## src/rtl/jtframe_ddr_rdarb.sv

```systemverilog
// Two-port DDRAM burst-read arbiter: round-robin grant, one burst per grant, data steered to owner.
// Latency: req -> ddram_rd next cycle; accept -> ack next cycle; dout_ready -> dv/dout next cycle.
// Backpressure: ddram_busy freezes the command phase; a burst with no data for 2^TOW cycles aborts with err.
module jtframe_ddr_rdarb #(
  parameter int TOW = 10
) (
  input  logic        i_clk,
  input  logic        i_rst,
  input  logic        i_req0,
  input  logic        i_req1,
  input  logic [28:0] i_addr0,
  input  logic [28:0] i_addr1,
  input  logic [7:0]  i_burst0,
  input  logic [7:0]  i_burst1,
  output logic        o_ack0,
  output logic        o_ack1,
  output logic        o_dv0,
  output logic        o_dv1,
  output logic        o_done0,
  output logic        o_done1,
  output logic        o_err,
  output logic [63:0] o_dout,
  input  logic        i_ddram_busy,
  output logic        o_ddram_rd,
  output logic [28:0] o_ddram_addr,
  output logic [7:0]  o_ddram_burstcnt,
  output logic [7:0]  o_ddram_be,
  input  logic [63:0] i_ddram_dout,
  input  logic        i_ddram_dout_ready
);

  typedef enum logic [1:0] {ST_IDLE, ST_CMD, ST_DATA} state_t;

  // Abort fires on the idle cycle that takes the timer to all-ones, so the
  // timer saturates there and done lands 2^TOW-1 idle cycles after the last word.
  localparam logic [TOW-1:0] TMO_HIT = {{(TOW-1){1'b1}}, 1'b0};

  state_t          r_state, w_next;
  logic            r_sel, r_last, r_err;
  logic            r_ack0, r_ack1, r_dv0, r_dv1, r_done0, r_done1;
  logic [63:0]     r_dout;
  logic [28:0]     r_addr;
  logic [7:0]      r_cnt, r_rem;
  logic [TOW-1:0]  r_tmo;

  logic            w_grant, w_gsel, w_accept, w_word, w_last_word, w_abort;
  logic [7:0]      w_gburst;

  // State register
  always_ff @(posedge i_clk) begin
    if (i_rst) r_state <= ST_IDLE;
    else       r_state <= w_next;
  end

  // Next-state logic
  always_comb begin
    w_next = r_state;
    case (r_state)
      ST_IDLE: if (w_grant) w_next = ST_CMD;
      ST_CMD:  if (w_accept) w_next = ST_DATA;
      ST_DATA: if (w_last_word || w_abort) w_next = ST_IDLE;
      default: w_next = ST_IDLE;
    endcase
  end

  // Output/control decode: grant choice, command accept, data word, burst end
  always_comb begin
    w_grant     = (r_state == ST_IDLE) && (i_req0 || i_req1);
    // On a tie the port not served last wins; otherwise whichever asks
    w_gsel      = (i_req0 && i_req1) ? ~r_last : i_req1;
    w_gburst    = w_gsel ? i_burst1 : i_burst0;
    w_accept    = (r_state == ST_CMD) && !i_ddram_busy;
    w_word      = (r_state == ST_DATA) && i_ddram_dout_ready;
    w_last_word = w_word && (r_rem == 8'd1);
    w_abort     = (r_state == ST_DATA) && !i_ddram_dout_ready && (r_tmo == TMO_HIT);
    o_ddram_rd  = (r_state == ST_CMD);
  end

  // Datapath: latched command, burst/timeout counters and registered per-port strobes
  always_ff @(posedge i_clk) begin
    if (i_rst) begin
      r_sel   <= 1'b0;
      r_last  <= 1'b1;
      r_err   <= 1'b0;
      r_ack0  <= 1'b0;
      r_ack1  <= 1'b0;
      r_dv0   <= 1'b0;
      r_dv1   <= 1'b0;
      r_done0 <= 1'b0;
      r_done1 <= 1'b0;
      r_dout  <= '0;
      r_addr  <= '0;
      r_cnt   <= '0;
      r_rem   <= '0;
      r_tmo   <= '0;
    end else begin
      r_ack0  <= w_accept && !r_sel;
      r_ack1  <= w_accept &&  r_sel;
      r_dv0   <= w_word && !r_sel;
      r_dv1   <= w_word &&  r_sel;
      r_done0 <= (w_last_word || w_abort) && !r_sel;
      r_done1 <= (w_last_word || w_abort) &&  r_sel;
      if (w_grant) begin
        r_sel  <= w_gsel;
        r_addr <= w_gsel ? i_addr1 : i_addr0;
        r_cnt  <= (w_gburst == 8'd0) ? 8'd1 : w_gburst;
        r_err  <= 1'b0;
      end
      if (w_accept) begin
        r_rem <= r_cnt;
        r_tmo <= '0;
      end
      if (w_word) begin
        r_rem  <= r_rem - 8'd1;
        r_dout <= i_ddram_dout;
        r_tmo  <= '0;
      end else if (r_state == ST_DATA) begin
        r_tmo <= r_tmo + 1'b1;
      end
      if (w_last_word || w_abort) r_last <= r_sel;
      if (w_abort) r_err <= 1'b1;
    end
  end

  assign o_ack0           = r_ack0;
  assign o_ack1           = r_ack1;
  assign o_dv0            = r_dv0;
  assign o_dv1            = r_dv1;
  assign o_done0          = r_done0;
  assign o_done1          = r_done1;
  assign o_err            = r_err;
  assign o_dout           = r_dout;
  assign o_ddram_addr     = r_addr;
  assign o_ddram_burstcnt = r_cnt;
  assign o_ddram_be       = 8'hFF;

endmodule

```

## config.mk

```make
export PLATFORM = sky130hd
export DESIGN_NAME = jtframe_ddr_rdarb
export DESIGN_NICKNAME = d
export VERILOG_FILES = /design/src/rtl/jtframe_ddr_rdarb.sv
export SDC_FILE = /design/constraint.sdc
export NUM_CORES = 1
export LEC_CHECK = 0
export CORE_UTILIZATION = 33
export DETAILED_ROUTE_END_ITERATION = 16
export GPL_ROUTABILITY_DRIVEN = 0
export PLACE_DENSITY = 0.68
export SLEW_MARGIN = 20
export SYNTH_ARGS = -nofsm -noshare
export SYNTH_HDL_FRONTEND = slang
export SYNTH_SLANG_ARGS = --single-unit
```

## constraint.sdc

```tcl
create_clock -name i_clk -period 1.76 [get_ports i_clk]
set_input_delay 0.528 -clock i_clk [delete_from_list [all_inputs] [get_ports i_clk]]
set_output_delay 0.528 -clock i_clk [all_outputs]
set_load 0.05 [all_outputs]
```

==> results.md <==
- CTS root buf: clkbuf_16
- Area growth syn-to-layout: 72.3%
- CP required: ~1.2 ns
- EDFF count, synth: 0
- Fin crit share: ~96%
- Total CTS buffers: 17
- Max-slew violation count: 0
- Asr flop ratio synth: 0%
- Num ports: around 260
- Mapped Cells: 622
- RSZ-0062 raised after global routing: false
- DRC violations left: 0
- H-tree Lvls: 4
- Top Usage Layer GRT: met2
- Yosys cell types: a little under 50
- Die height: roughly 130 um
- Power Dens Cells: approximately 980 nW/um^2
- Total track usage: approximately a fifth
- Clock Sinks: between 100 and 150
- Seq/Total Area, Yosys: 49.1%
- Largest cells by area after synthesis: dfxtp_1 49%, nand2_1 10%, mux2i_1 7.2%
- Global-route met3 utilization: between 7 and 8%
- CTS Buffer Depth: 2
- Endpoints failing setup: 0
- Hold Path Class: reg2reg
- MaxCap Viol Count: 0
- Final worst setup slack: around 0.074 ns
- Post-synth top area cell: dfxtp_1
- Skew-Pair Late Insertion Delay: about 0.42 ns
- Global-route wire length before repair: 24800 um
- Fin util: about three fifths
- Nets: about 1000
- Syn Std Cell Area: about 5300 sq um
- Diodes inserted: 0
- GRT Residual Overflow: 0
- Initial antenna violation count: 0
- CTS tree: yes
- Top post-synthesis cells by count: 143 x nand2_1, 130 x dfxtp_1, 75 x a21oi_1, 60 x nor2_1
- P_leak: 3.55 nW
- Met1 Usage GRT: about 22%
- Die Area: 16600 sq um
- Post-Place Cells: between 1000 and 1500
- Core Rows: between 40 and 50
- Fmax: about 0.6 GHz
- Crit-path max FO: 10
- Largest net degree at the start of global routing: 68
- Avg WL per Cell: between 10 and 15 um
- Critical Path Sink Type: primary output
- Final hold viol count: 0
- Mean post-synth cell area: 8.52 sq um
- Port Buf Inserts: 252
- Setup TNS: 0 ns
- Via density: between 4 and 5
- Post-synth top area share: between 40% and 50%
- Filler cell count in the final layout: between 1000 and 1500
- CORE AREA: 15400 sq um
- Outcome: finished, final reports clean
- Placement Setup Slack: -0.271 ns
- M2 GR Usage: about 33%
- Final Instance Count excl. Fillers: around 1100
- Number of synthesized register bits: 130
- Iter 0 DRT Violations: approximately 170
- Primary FF master, synth: dfxtp_1
- Arrival time worst endpoint: 1.16 ns
- WS Path Type: reg2out
- Share of cells above drive strength 1: a little over a fifth
- Startpoint Class: register
- Number of global-route vias before repair: 5013
- Most frequent cell after synthesis: nand2_1
- Starting Density: around a third
- Routed Antenna Nets: 0
- Clock slew seen by the registers of the worst setup and hold paths: about 0.06 ns
- Power, Total: 8.95 mW
- VDD IR max: roughly 0.0007 V
- Die X: 129 um
- DRT Pass-1 Iters: 5
- Cts hold-fix bufs: 0
- Warnings, synthesis: 0
- Via count: roughly 5300
- Post-layout min period: 1.69 ns
- Final HPWL from detailed placement: between 10000 and 15000 um
- WL final: between 15000 and 20000 um
- Post-route clock skew: between 0.01 and 0.015 ns
[flip-flops by register name, indices dropped and copies added (netlist names), 2 cells and up]
name,flops
r_tmo,10
r_state,2
o_dout,64
o_ddram_burstcnt,8
r_rem,8
o_ddram_addr,29
[metrics by stage]
step | instance area [sq um] | hold WS (ns)
after floorplan | 5320 | 0.461
after global placement | 8500 | 0.443
after detailed placement | 8500 | 0.448
after CTS | 9120 | 0.455
after global routing | 9120 | 0.469
final | 9120 | 0.453
[layout make-up]
class                           count  area (sq um)  share of cell area (%)
Tap cell                          211           264                    2.89
Sequential cell                   130          2610                    28.6
Clock buffer                       19           453                    4.96
Clock inverter                     13           160                    1.76
Timing Repair Buffer              292          3190                    34.9
Multi-Input combinational cell    439          2430                    26.7
Inverter                            6          22.5                   0.247
[placed cells by master (no fill, tap or decap), types with 2 or more instances in the layout]
| cell | n |
|---|---|
| mux2_2 | 2 |
| buf_4 | 99 |
| clkbuf_8 | 2 |
| nor3_1 | 10 |
| clkbuf_16 | 17 |
| nand4_1 | 4 |
| nand2_1 | 143 |
| nor2_1 | 60 |
| clkinv_4 | 4 |
| inv_1 | 6 |
| and3_1 | 2 |
| o211ai_1 | 2 |
| buf_12 | 51 |
| ha_1 | 4 |
| a311oi_1 | 2 |
| a21oi_1 | 75 |
| nand2b_1 | 3 |
| clkinvlp_4 | 2 |
| clkdlybuf4s50_1 | 142 |
| o311ai_0 | 2 |
| a31oi_1 | 8 |
| dfxtp_2 | 2 |
| nor4_1 | 3 |
| nand3b_1 | 3 |
| dfxtp_1 | 128 |
| conb_1 | 8 |
| nand3_1 | 6 |
| mux2i_1 | 38 |
| clkinv_2 | 4 |
| o21ai_0 | 3 |
| a211oi_1 | 38 |
| bufinv_16 | 3 |
[repair_timing]
| action | 4_1_cts | 5_1_grt |
|---|---|---|
| cloned | 0 | 0 |
| buffers inserted | 0 | 0 |
| endpoints found under the setup margin | 1 | 1 |
| resized for setup | 3 | 1 |
| hold endpoints to repair | 0 | 0 |
[worst max-delay path, cell delays in order, from the launching register on]
cell and delay [ns]:
dfxtp_2 0.40, nor2b_4 0.20, buf_12 0.15
[where the power goes]
part	internal, mW	switching [mW]
Combinational	0.983	1.06
Clock	2.30	1.32
Sequential	3.11	0.177
Total	6.40	2.55
[kinds of logic after synthesis]
family                   count (synthesis)  synth area share [%]
AO/OA/AOI/OAI                          140                  16.4
adder cells (fa/ha/maj)                  4                 0.945
buffers and inverters                   60                  5.74
flip-flops                             130                  49.1
multiplexers                            40                  7.61
other                                    1                0.0708
AND/OR/NAND/NOR                        247                  20.1
[layer usage]
metal	vias to the layer above	wire (um)
met1	2383	6470
met4	0	299
met3	26	1450
li1	2676	-
met5	-	0
met2	225	7740
[worst paths after layout]
kind,startpoint,to,slack [ns],cells after the start
setup / recovery,r_state[0],o_ddram_rd,0.07,2
hold / removal,o_dout[32],o_dout[32],0.45,2
setup reg to reg,r_state[1],o_ddram_addr[18],0.18,5
hold reg to reg,o_dout[32],o_dout[32],0.45,2
Power figures use the tool's default switching activity.
